`src/rtl/alu_muldiv.sv`:
```
// ----------------------------------------------------------------------------
// alu_muldiv
//
// Iterative RV32M multiply/divide unit for the execute stage. One operation is
// accepted over a valid/ready handshake, iterated for WIDTH cycles with a
// radix-2 shift-add multiplier or a restoring divider, and the registered
// result is held until the consumer pops it.
//
// Configuration macro:
//   ALU_MULDIV_EARLY_OUT_EN  when defined, these cases skip CALC and present
//                            their result one cycle after the accept:
//                              - divide by zero
//                              - signed overflow
//                              - multiply by zero
//                            The result values are the same either way.
//
// Parameters:
//   WIDTH      operand/result width; must be even and >= 4
//
// Ports:
//   clk        rising-edge clock
//   rst        synchronous, active-high reset
//   in_valid   operands and func3 valid this cycle
//   in_ready   unit can accept an operation (IDLE only)
//   in1        rs1: multiplicand or dividend
//   in2        rs2: multiplier or divisor
//   func3      000 MUL, 001 MULH, 010 MULHSU, 011 MULHU,
//              100 DIV, 101 DIVU, 110 REM,    111 REMU
//   out_valid  result and zero are valid
//   out_ready  consumer accepts the result
//   result     registered result
//   zero       registered, high iff result == 0
//   busy       high in CALC or DONE
// ----------------------------------------------------------------------------
module alu_muldiv #(
    parameter int WIDTH = 32
) (
    input  logic             clk,
    input  logic             rst,
    input  logic             in_valid,
    output logic             in_ready,
    input  logic [WIDTH-1:0] in1,
    input  logic [WIDTH-1:0] in2,
    input  logic [2:0]       func3,
    output logic             out_valid,
    input  logic             out_ready,
    output logic [WIDTH-1:0] result,
    output logic             zero,
    output logic             busy
);

    localparam int              CW       = $clog2(WIDTH);
    localparam logic [CW-1:0]   LAST     = CW'(WIDTH - 1);
    localparam logic [WIDTH-1:0] MOST_NEG = {1'b1, {(WIDTH-1){1'b0}}};
    localparam logic [WIDTH-1:0] ALL_ONES = {WIDTH{1'b1}};

    typedef enum logic [1:0] {
        IDLE,
        CALC,
        DONE
    } state_t;

    state_t state;
    state_t state_next;

    // Handshake events
    logic accept;
    logic pop;
    logic calc_last;

    // Operation captured on the accept edge
    logic [2:0]         op;
    logic               neg_q;        // negate product / quotient
    logic               neg_r;        // negate remainder (follows in1)
    logic               special_hit;
    logic [WIDTH-1:0]   special_val;
    logic [CW-1:0]      cnt;

    // Iteration datapath. For a multiply, acc = {partial sum, remaining
    // multiplier bits}; for a divide, acc = {partial remainder, dividend bits
    // still to shift in / quotient bits shifted in}. operand holds the
    // multiplicand magnitude or the divisor magnitude respectively.
    logic [2*WIDTH-1:0] acc;
    logic [WIDTH-1:0]   operand;

    // ------------------------------------------------------------------------
    // Input decode (only meaningful in the accept cycle)
    // ------------------------------------------------------------------------
    logic             is_div;
    logic             a_signed;
    logic             b_signed;
    logic             a_neg;
    logic             b_neg;
    logic [WIDTH-1:0] a_mag;
    logic [WIDTH-1:0] b_mag;
    logic             div_zero;
    logic             div_ovf;
    logic             mul_zero;
    logic             special_now;
    logic [WIDTH-1:0] special_val_now;

    // NOTE: every signal written in an always_comb gets a default value first,
    // so no path through the block can leave it unassigned and infer a latch.
    always_comb begin
        is_div   = func3[2];
        a_signed = (func3 == 3'b001) || (func3 == 3'b010) ||
                   (func3 == 3'b100) || (func3 == 3'b110);
        b_signed = (func3 == 3'b001) || (func3 == 3'b100) || (func3 == 3'b110);
        a_neg    = a_signed && in1[WIDTH-1];
        b_neg    = b_signed && in2[WIDTH-1];
        a_mag    = a_neg ? -in1 : in1;
        b_mag    = b_neg ? -in2 : in2;

        div_zero = is_div && (in2 == '0);
        // Signed DIV/REM only (func3[0] clear selects the signed variants)
        div_ovf  = is_div && !func3[0] && (in1 == MOST_NEG) && (in2 == ALL_ONES);
        mul_zero = !is_div && ((in1 == '0) || (in2 == '0));

        special_now     = div_zero || div_ovf || mul_zero;
        special_val_now = '0;
        if (div_zero) begin
            special_val_now = func3[1] ? in1 : ALL_ONES;
        end else if (div_ovf) begin
            special_val_now = func3[1] ? '0 : in1;
        end
    end

    // ------------------------------------------------------------------------
    // FSM: state register
    // ------------------------------------------------------------------------
    // NOTE: sequential state uses non-blocking assignments so every register
    // in the design samples its inputs from the same pre-edge values.
    always_ff @(posedge clk) begin
        if (rst) begin
            state <= IDLE;
        end else begin
            state <= state_next;
        end
    end

    // ------------------------------------------------------------------------
    // FSM: next-state logic
    // ------------------------------------------------------------------------
    always_comb begin
        state_next = state;
        case (state)
            IDLE: begin
                if (accept) begin
`ifdef ALU_MULDIV_EARLY_OUT_EN
                    state_next = special_now ? DONE : CALC;
`else
                    state_next = CALC;
`endif
                end
            end
            CALC: begin
                if (calc_last) begin
                    state_next = DONE;
                end
            end
            DONE: begin
                if (pop) begin
                    state_next = IDLE;
                end
            end
            default: state_next = IDLE;
        endcase
    end

    // ------------------------------------------------------------------------
    // FSM: outputs
    // ------------------------------------------------------------------------
    always_comb begin
        in_ready  = (state == IDLE);
        out_valid = (state == DONE);
        busy      = (state != IDLE);
        accept    = in_valid && in_ready;
        pop       = out_valid && out_ready;
        calc_last = (state == CALC) && (cnt == LAST);
    end

    // ------------------------------------------------------------------------
    // One iteration step
    // ------------------------------------------------------------------------
    logic [WIDTH:0]     step_sum;
    logic [WIDTH:0]     step_shift;
    logic [WIDTH:0]     step_diff;
    logic [2*WIDTH-1:0] acc_next;

    always_comb begin
        // Multiply: add the multiplicand when the current multiplier bit is
        // set, then shift the whole accumulator right (carry included).
        step_sum   = {1'b0, acc[2*WIDTH-1:WIDTH]} + (acc[0] ? {1'b0, operand} : '0);
        // Divide: shift the next dividend bit into the partial remainder and
        // trial-subtract the divisor; a borrow means restore.
        step_shift = {acc[2*WIDTH-1:WIDTH], acc[WIDTH-1]};
        step_diff  = step_shift - {1'b0, operand};

        if (op[2]) begin
            if (!step_diff[WIDTH]) begin
                acc_next = {step_diff[WIDTH-1:0], acc[WIDTH-2:0], 1'b1};
            end else begin
                acc_next = {step_shift[WIDTH-1:0], acc[WIDTH-2:0], 1'b0};
            end
        end else begin
            acc_next = {step_sum, acc[WIDTH-1:1]};
        end
    end

    // ------------------------------------------------------------------------
    // Final write: restore signs and pick the requested half/quantity. Uses
    // acc_next so the last iteration and the write share one edge.
    // ------------------------------------------------------------------------
    logic [2*WIDTH-1:0] prod_signed;
    logic [WIDTH-1:0]   quo_signed;
    logic [WIDTH-1:0]   rem_signed;
    logic [WIDTH-1:0]   final_val;

    always_comb begin
        prod_signed = neg_q ? -acc_next : acc_next;
        quo_signed  = neg_q ? -acc_next[WIDTH-1:0] : acc_next[WIDTH-1:0];
        rem_signed  = neg_r ? -acc_next[2*WIDTH-1:WIDTH] : acc_next[2*WIDTH-1:WIDTH];

        case (op)
            3'b000:                 final_val = prod_signed[WIDTH-1:0];
            3'b001, 3'b010, 3'b011: final_val = prod_signed[2*WIDTH-1:WIDTH];
            3'b100, 3'b101:         final_val = quo_signed;
            default:                final_val = rem_signed;
        endcase

        // Divide-by-zero and overflow have architecturally fixed results that
        // the sign-fix path would otherwise get wrong (e.g. signed DIV by 0).
        if (special_hit) begin
            final_val = special_val;
        end
    end

    // ------------------------------------------------------------------------
    // Control registers
    // ------------------------------------------------------------------------
    always_ff @(posedge clk) begin
        if (rst) begin
            op          <= 3'b000;
            neg_q       <= 1'b0;
            neg_r       <= 1'b0;
            special_hit <= 1'b0;
            special_val <= '0;
            cnt         <= '0;
        end else if (accept) begin
            op          <= func3;
            neg_q       <= a_neg ^ b_neg;
            neg_r       <= a_neg;
            special_hit <= special_now;
            special_val <= special_val_now;
            cnt         <= '0;
        end else if (state == CALC) begin
            cnt <= cnt + CW'(1);
        end
    end

    // ------------------------------------------------------------------------
    // Datapath registers
    // ------------------------------------------------------------------------
    // NOTE: acc and operand carry no reset; they are always loaded on the
    // accept edge before being read, and reset only has to stop the FSM.
    always_ff @(posedge clk) begin
        if (accept) begin
            if (is_div) begin
                acc     <= {{WIDTH{1'b0}}, a_mag};
                operand <= b_mag;
            end else begin
                acc     <= {{WIDTH{1'b0}}, b_mag};
                operand <= a_mag;
            end
        end else if (state == CALC) begin
            acc <= acc_next;
        end
    end

    // ------------------------------------------------------------------------
    // Registered result and zero flag; held through DONE until popped
    // ------------------------------------------------------------------------
    always_ff @(posedge clk) begin
        if (rst) begin
            result <= '0;
            zero   <= 1'b1;
        end else if (calc_last) begin
            result <= final_val;
            zero   <= (final_val == '0);
        end
`ifdef ALU_MULDIV_EARLY_OUT_EN
        else if (accept && special_now) begin
            result <= special_val_now;
            zero   <= (special_val_now == '0);
        end
`endif
    end

endmodule

```
`config.mk`:
```
export PLATFORM = sky130hd
export DESIGN_NAME = alu_muldiv
export DESIGN_NICKNAME = d
export VERILOG_FILES = /design/src/rtl/alu_muldiv.sv
export SDC_FILE = /design/constraint.sdc
export NUM_CORES = 1
export LEC_CHECK = 0
export CORE_MARGIN = 2
export CORE_UTILIZATION = 50
export DETAILED_ROUTE_END_ITERATION = 12
export PLACE_DENSITY = 0.69
export REMOVE_ABC_BUFFERS = 1
export SYNTH_ARGS = -nofsm -noshare
export SYNTH_HDL_FRONTEND = slang
export SYNTH_SLANG_ARGS = --single-unit
```
`constraint.sdc`:
```
create_clock -name clk -period 20.8 [get_ports clk]
set_input_delay 3.12 -clock clk [delete_from_list [all_inputs] [get_ports clk]]
set_output_delay 3.12 -clock clk [all_outputs]
set_load 0.005 [all_outputs]
```
### Word-level counts from Yosys, hierarchy flattened

Index checks and enable logic that the tools add are counted.

| storage, ports and cells | value |
|---|---|
| register bits | 174 |
| output and inout bits | 36 |
| word-level logic and storage cells | 90 |

| cells by class | value |
|---|---|
| add/sub/neg operators | 8 |
| equal/unequal tests | 17 |
| mux-type cells | 22 |
| bitwise gates (word level) | 1 |
| reduce and logical (&&, ||, !) cells | 31 |

Operators by type and width:

| cell | count |
|---|---|
| 32-bit 2-to-1 mux | 12 |
| 64-bit 2-to-1 mux | 5 |
| 32-bit negation | 4 |
| 32-bit zero test | 3 |
| 32-bit one-hot mux with 3 select lines | 1 |
| 32-bit == test (second input constant) | 2 |
| 64-bit negation | 1 |
| 32-bit by 32-bit adder with 33-bit output | 1 |
| 33-bit by 32-bit subtractor with 33-bit output | 1 |
| 3-bit == test (second input constant) | 4 |
| 1-bit logical AND | 10 |
| 3-bit by 2-bit == test with 1-bit output (second input constant) | 3 |
| 1-bit logical OR | 8 |
| 3-bit by 1-bit == test with 1-bit output (second input constant) | 2 |
| 2-bit 2-to-1 mux | 3 |
| 2-bit one-hot mux with 3 select lines | 1 |
| 5-bit by 1-bit adder with 5-bit output (second input constant) | 1 |
| 5-bit == test (second input constant) | 1 |
| 2-bit by 1-bit != test with 1-bit output (second input constant) | 2 |
| 2-bit nonzero test | 2 |
| 2-bit OR reduction | 2 |
| 3-bit zero test | 1 |
| 3-bit AND reduction | 1 |
| 3-bit OR reduction | 1 |
| 6 further kinds | 7 |

### Logic depth before layout (Yosys ltp)

Gate-level depths: netlist of run 1.

| logic depth | value |
|---|---|
| word-level depth | 8 |
| mapped depth | 28 |
| depth with buffers taken out | 25 |

### Least setup slack after synthesis of run 1

No wires, ideal clock.

| path | value |
|---|---|
| kind | register to register |
| start point | register acc[31] |
| end point | register zero |
| library setup time | 69 ps |
| arrival time | 6817 ps |
| path slack | 13914 ps |
| stages on the path, launching flop included | 28 |
| cell sequence | edfxtp_1 -> inv_1 -> ha_1 -> fa_1 -> nand2b_1 -> a21oi_1 -> o31ai_2 -> a2111oi_4 -> o31ai_2 -> buf_2 -> a31oi_1 -> ha_1 -> o211ai_1 -> or4b_4 -> or2_1 -> or3_1 -> buf_2 -> nor4_4 -> o211ai_1 -> o31ai_2 -> xnor2_1 -> a221oi_1 -> a221oi_1 -> or3b_1 -> or4_1 -> nor4b_2 -> nand4b_1 -> o21ai_1 |

| on the way | value |
|---|---|
| cells in the longest elaborated chain, start to end | 8 |
| elaborated cells between the ends (all ways) | 12 |
| classes of those cells | add/sub: 4; mux: 7; reduce/logical: 1 |

RTL lines:

| element | RTL line | text |
|---|---|---|
| start: declaration | 83 | `logic [2*WIDTH-1:0] acc;` |
| start signal: assignment | 269 | `acc <= {{WIDTH{1'b0}}, a_mag};` |
| start signal: assignment | 272 | `acc <= {{WIDTH{1'b0}}, b_mag};` |
| start signal: assignment | 276 | `acc <= acc_next;` |
| 33-bit by 32-bit subtractor with 33-bit output | 197 | `step_diff = step_shift - {1'b0, operand};` |
| 64-bit 2-to-1 mux | 200 | `if (!step_diff[WIDTH]) begin` |
| 64-bit 2-to-1 mux (*) | 199 | `if (op[2]) begin` |
| 64-bit negation, or another cell as far along | 220 | `prod_signed = neg_q ? -acc_next : acc_next;` |
| 64-bit 2-to-1 mux, or another cell as far along | 220 |  |
| 32-bit one-hot mux with 3 select lines (*) | 224 | `case (op)` |
| 32-bit 2-to-1 mux (*) | 233 | `if (special_hit) begin` |
| 32-bit zero test (*) | 289 | `zero <= (final_val == '0);` |
| end signal: assignment | 289 |  |
| end: declaration | 48 | `output logic zero,` |

Every way passes the cells marked *; elsewhere a longest branch is shown, timed or not.
A chain may end at the register's enable or synchronous reset.

### Worst setup path in the final report of run 1

Same ends and word-level chain as after synthesis.

==> impl_metrics.yaml, run 1 <==
status:
  status: "complete, no violations"
worst_hold_path:
  worstHoldStart: "special_val[24]"
  min_path_type: "flop to flop"
  min_path_cells: 2
  min_to: "special_val[24]"
setup_path:
  r2r_cells: 27
  path_max_fanout: 27
  reg2reg_slack_ps: 12520
  arrival_ps: 8670
  cp-end-kind: "flop"
  critPathLaunchType: "flop"
  path_class: "flop to flop"
  r2r-start: "acc[31]"
  slowest_stage: "or3_1"
  cp_num_buf_inv: 3
  r2r-end: "zero"
  worst-path-stages: 27
  max_stage_delay_ps: 640
  crit_family: "simple AND/OR/NAND/NOR gates"
  cp.required_ps: 21190
synthesis:
  synthTopCellsByArea: "edfxtp_1 (17%), dfxtp_1 (9.0%), mux2i_1 (6.1%)"
  ys_async_sr_fraction_pct: 0
  syn_inst: 2240
  syn_area_per_cell_um2: 7.72
  synth_most_common_cell: "nand2_1"
  yosysTopAreaCellShare_pct: 16.7
  synth_top_cells_by_count: "nand2_1 (236), nor2_1 (211), a21oi_1 (200), o21ai_0 (161), mux2i_1 (105)"
  synth-seq-area-share_pct: 25.7
  synth_warnings: 0
  ys.flop_type: "edfxtp_1"
  yosysTopAreaCell: "edfxtp_1"
  syn_area_um2: 17300
  synth_seq_cells: 174
  synth_edf_count: 96
  synthDistinctLibCells: 92
timing:
  fin_crit_ps: 8280
  fmax_mhz: 121
  slew_viol_final: 0
  setup_violations: 0
  finalHoldViolations: 0
  post-route-period-util_pct: 39.8
  worst_slack_ps: 12520
  worst_pin_slew_ps: 1170
  rsz0062_at_grt: "false"
  finClkSkew_ps: 16.3
  slew_headroom_pct: 21.2
  setup_tns_ps: 0
cts:
  clk_latency_ps: 460
  cts_max_level: 4
  postCtsSetupBuffers: 0
  cts_root_buf: "clkbuf_16"
  clk_pin_slew_worst_paths_ps: 70
  numCtsBuffers: 17
  cts_sinks: 174
  cts_buffer_depth: 2
  cts_tree: "done"
  post_cts_resized: 0
  postCtsHoldBufs: 0
layout:
  nNetsFinal: 2411
  final_cell_count_no_fill: 2736
  drive_gt1_share_pct: 5.96
  fin_area_um2: 19200
  area_growth_syn_to_layout_pct: 11.3
die:
  core_area_um2: 34300
  io_pins: 107
  dieArea_um2: 36100
  placementRows: 68
  initial_utilization_pct: 50.4
  die_x_um: 190
  die_h_um: 190
detailed_routing:
  drcViolationCount: 0
  final_antenna_net_count: 0
  routedWlPerCell_um: 24.4
  totalWireLength_um: 66800
  dr.pass1.iters: 5
  first_iter_violations: 2071
  avgViaCountPerCell: 6.55
  num_vias: 17900
power_and_ir_drop:
  clkPwrFrac_pct: 15.8
  ir_drop_v: 0.0000617
  power_density_nw_per_um2: 105
  switching_share_pct: 50.1
  combPwrFrac_pct: 61.4
  intPower_mw: 1.01
  leakage_nw: 7.20
  p_sw_mw: 1.01
  sequentialPowerShare_pct: 22.9
placement:
  hpwlAfterDp_um: 51800
  gp_routability_congestion: 1.01
  place_ws_ps: 12720
  port_buffers: 106
  place_area_um2: 18700
  dp.cells: 2703
global_route:
  overflow: 0
  first_global_vias: 16600
  globalRouteTotalUtil_pct: 36.5
  grt_max_degree: 79
  antenna_found_initial: 5
  grt_pass1_wl_um: 101000
job:
  max-cap-violations: 0
-- cells by family (layout without fill, tap and decap cells) --
family                   Yosys count  in the layout  synth area share (%)
AO/OA/AOI/OAI                    672            672                  25.4
XOR/XNOR                         172            172                  8.72
adder cells (fa/ha/maj)           73             73                  5.37
buffers and inverters            219            259                  5.00
flip-flops                       174            174                  25.7
multiplexers                     113            113                  6.60
other                              0              1                     0
AND/OR/NAND/NOR                  817            817                  23.2
-- worst max path at each step --
stage	slack, ps	endpoint	start
final	12520	zero	acc[31]
after CTS	12680	zero	acc[31]
after detailed placement	12720	zero	acc[31]
after floorplan	12360	zero	op[2]
after global placement	12870	zero	acc[31]
after global routing	12260	zero	acc[31]
-- cell usage in the layout, fill, tap and decap left out, types with 32 or more instances in the layout --
cell type        synthesis  routed
a21o_1                  35      35
a21oi_1                200     200
and2_1                  56      56
buf_4                    5      39
clkdlybuf4s50_1          0     104
dfxtp_1                 78      77
edfxtp_1                96      96
ha_1                    71      71
inv_1                   82      82
mux2i_1                105     105
nand2_1                236     235
nand3_1                 51      51
nand4_1                 32      32
nor2_1                 211     211
nor3_1                  55      54
o21ai_0                161     160
xnor2_1                101     101
xor2_1                  71      71
-- sequential cells by signal (all words and copies together), names as in the netlist --
register	count
neg_q	1
state	2
op	3
acc	64
neg_r	1
operand	32
cnt	5
zero	1
special_val	32
result	32
special_hit	1
-- worst register-to-register path, stage by stage, from the launching register on --
cell and delay, ps:
edfxtp_1 410, inv_1 90, ha_1 230, fa_1 420, nand2b_1 200, a21oi_1 370, o31ai_2 240, a2111oi_4 540
o31ai_4 80, buf_4 270, a31oi_1 210, buf_4 220, ha_1 220, o211ai_1 210, or4b_4 630, or2_1 260
or3_1 650, nor4_4 380, o211ai_1 160, o31ai_2 230, xnor2_1 160, a221oi_1 300, a221oi_1 110, or3b_1 400
or4_1 590, nor4b_2 420, nand4b_1 140, o21ai_1 120
-- through the flow --
step           power [mW]  util (%)  hold slack [ps]
6_report             2.02      56.1              448
5_1_grt              2.13      56.1              475
4_1_cts              1.98      56.1              450
3_5_place_dp         1.65      54.4              439
3_3_place_gp         1.65      54.4              435
2_1_floorplan        1.26         -              407
-- power by group through the flow --
stage / Sequential (mW) / Clock, mW / Combinational [mW]
detailed placement: 0.468 / 0 / 1.19
finish: 0.462 / 0.319 / 1.24
floorplan: 0.458 / 0 / 0.802
CTS: 0.461 / 0.322 / 1.20
global placement: 0.464 / 0 / 1.19
global route: 0.467 / 0.334 / 1.32
-- area by class of cell --
class                           count  area [um^2]
Inverter                           83          312
Clock inverter                     15          136
Fill cell                        3248        15100
Clock buffer                       17          425
Timing Repair Buffer              144         1340
Antenna cell                        1         2.50
Sequential cell                   174         4450
Tap cell                          455          569
Multi-Input combinational cell   1847        12000
-- routing by layer --
| metal | part of all wire [%] | wire length (um) | track usage (%) |
|---|---|---|---|
| met1 | 44 | 29300 | 50.8 |
| met2 | 45 | 29900 | 58.0 |
| met3 | 7.9 | 5310 | 4.96 |
| met4 | 3.4 | 2280 | 12.7 |
| met5 | 0.13 | 86 | 1.51 |
No activity file was read; power rests on OpenSTA's default activity.
==> run 2, diff against run 1 <==
- clock period: 20.8 -> 8 ns (I/O delays scaled with it)
==> run 2 against run 1 <==
Net effect: final cell count is 0.22% higher; sequential power increased to 2.6 times the previous value; first-iteration DRC count rose by 2.6%; critical endpoint unchanged.
==> impl_metrics.yaml, run 2 (synthesis results as in run 1) <==
die:
  dieArea_um2: 36100
  io_pins: 107
  core_area_um2: 34300
  die_h_um: 190
  initial_utilization_pct: 50.4
  placementRows: 68
  die_x_um: 190
layout:
  nNetsFinal: 2418
  antenna_cells: 0
  final_cell_count_no_fill: 2742
  drive_gt1_share_pct: 6.30
  area_growth_syn_to_layout_pct: 11.6
  final_cell_mix: "nand2_1 (235), nor2_1 (210), a21oi_1 (199)"
  fin_area_um2: 19300
  utilization_pct: 56.3
  regMostFlops: "acc"
  largest_reg_flops: 64
  layout_commonest_cell: "nand2_1"
  fillers: 3232
setup_path:
  cp_cell_sequence: "ha_1 -> a21oi_1 -> o21ai_0 -> a21oi_2 -> a2111oi_4 -> or4_1 -> a31oi_2 -> ha_1 -> o211ai_1 -> or4b_4 -> or2_1 -> or3_1 -> a211oi_2 -> o211ai_1 -> o31ai_2 -> xnor2_1 -> a221oi_1 -> a221oi_1 -> or3b_1 -> or4_1 -> nor4b_2 -> nand4b_1 -> o21ai_1"
  cp-end-kind: "flop"
  cp.required_ps: 8380
  critPathLaunchType: "flop"
  cp_num_buf_inv: 0
  path_class: "flop to flop"
  r2r-start: "acc[40]"
  slowest_stage: "or4b_4"
  max_stage_delay_ps: 610
  crit_family: "simple AND/OR/NAND/NOR gates"
  arrival_ps: 7930
  r2r-end: "zero"
  r2r_cells: 23
  path_max_fanout: 9
  reg2reg_slack_ps: 450
power_and_ir_drop:
  power_density_nw_per_um2: 276
  ir_drop_v: 0.000194
  leakage_nw: 7.23
  p_total_mw: 5.31
global_route:
  globalRouteTotalUtil_pct: 36.7
  grt_pass1_wl_um: 100000
  first_global_vias: 16400
  overflow: 0
  antenna_found_initial: 7
  grt_max_degree: 80
detailed_routing:
  num_vias: 18000
  final_antenna_net_count: 0
  dr.pass1.iters: 8
  avgViaCountPerCell: 6.57
  totalWireLength_um: 67900
  drcViolationCount: 0
  routedWlPerCell_um: 24.8
  first_iter_violations: 2124
timing:
  worst_pin_slew_ps: 1200
  fmax_mhz: 132
  worst_slack_ps: 450
  finalHoldViolations: 0
  timing.hold.ws_ps: 448
  finClkSkew_ps: 13.6
  slew_headroom_pct: 20.1
  post-route-period-util_pct: 94.4
  setup_tns_ps: 0
  rsz0062_at_grt: "false"
  fin_crit_ps: 7550
  slew_viol_final: 0
  setup_violations: 0
status:
  status: "complete, no violations"
cts:
  cts_buffer_depth: 2
  numCtsBuffers: 17
  cts_tree: "done"
  cts_max_level: 4
  clk_pin_slew_worst_paths_ps: 70
  postCtsSetupBuffers: 0
  postCtsHoldBufs: 0
  clk_latency_ps: 450
  cts_sinks: 174
  cts_root_buf: "clkbuf_16"
placement:
  gp_routability_congestion: 1.04
  dp.cells: 2710
  port_buffers: 106
  hpwlAfterDp_um: 52700
  place_ws_ps: 300
  place_area_um2: 18700
worst_hold_path:
  worstHoldStart: "special_val[30]"
  min_to: "special_val[30]"
  min_path_type: "flop to flop"
  min_path_cells: 2
job:
  max-cap-violations: 0
[run 2: routing by layer]
metal  global-route usage (%)  vias up  wire length (um)
li1                         -     8325                 -
met1                     50.8     8619             29500
met2                     59.8      976             30900
met3                     4.35      107              5660
met4                     11.2        0              1820
met5                        0        -                 0
[run 2: final cells by class]
| cell class | count | area (um^2) | area share, % |
|---|---|---|---|
| Clock inverter | 12 | 113 | 0.584 |
| Clock buffer | 20 | 437 | 2.26 |
| Sequential cell | 174 | 4450 | 23.1 |
| Tap cell | 455 | 569 | 2.95 |
| Timing Repair Buffer | 151 | 1390 | 7.21 |
| Inverter | 83 | 312 | 1.62 |
| Multi-Input combinational cell | 1847 | 12000 | 62.3 |
[run 2: what timing repair did]
action / 4_1_cts / 5_1_grt
endpoints found under the hold margin: 0 / 0
endpoints found under the setup margin: 0 / 1
gates resized for setup: 0 / 3
[run 2: worst max path at each step]
| stage | from | to | slack, ps | depth (start not counted) |
|---|---|---|---|---|
| global route | acc[31] | zero | 80 | 25 |
| CTS | acc[31] | zero | 270 | 25 |
| global placement | acc[31] | zero | 410 | 25 |
| finish | acc[40] | zero | 450 | 23 |
| detailed placement | acc[31] | zero | 300 | 25 |
| floorplan | op[2] | zero | -440 | 16 |
[run 2: worst min-delay path: cells and delay by family, from the launching register on]
family,cells,cell delay [ps]
DFF,1,310
and+or+nand+nor,2,90
[run 2: report_power, final]
group / switching, mW / internal, mW / leakage, nW / total (mW)
Sequential: 0.112 / 1.09 / 1.57 / 1.20
Clock: 0.400 / 0.434 / 0.269 / 0.834
Combinational: 2.15 / 1.13 / 5.38 / 3.28
Total: 2.66 / 2.65 / 7.23 / 5.31
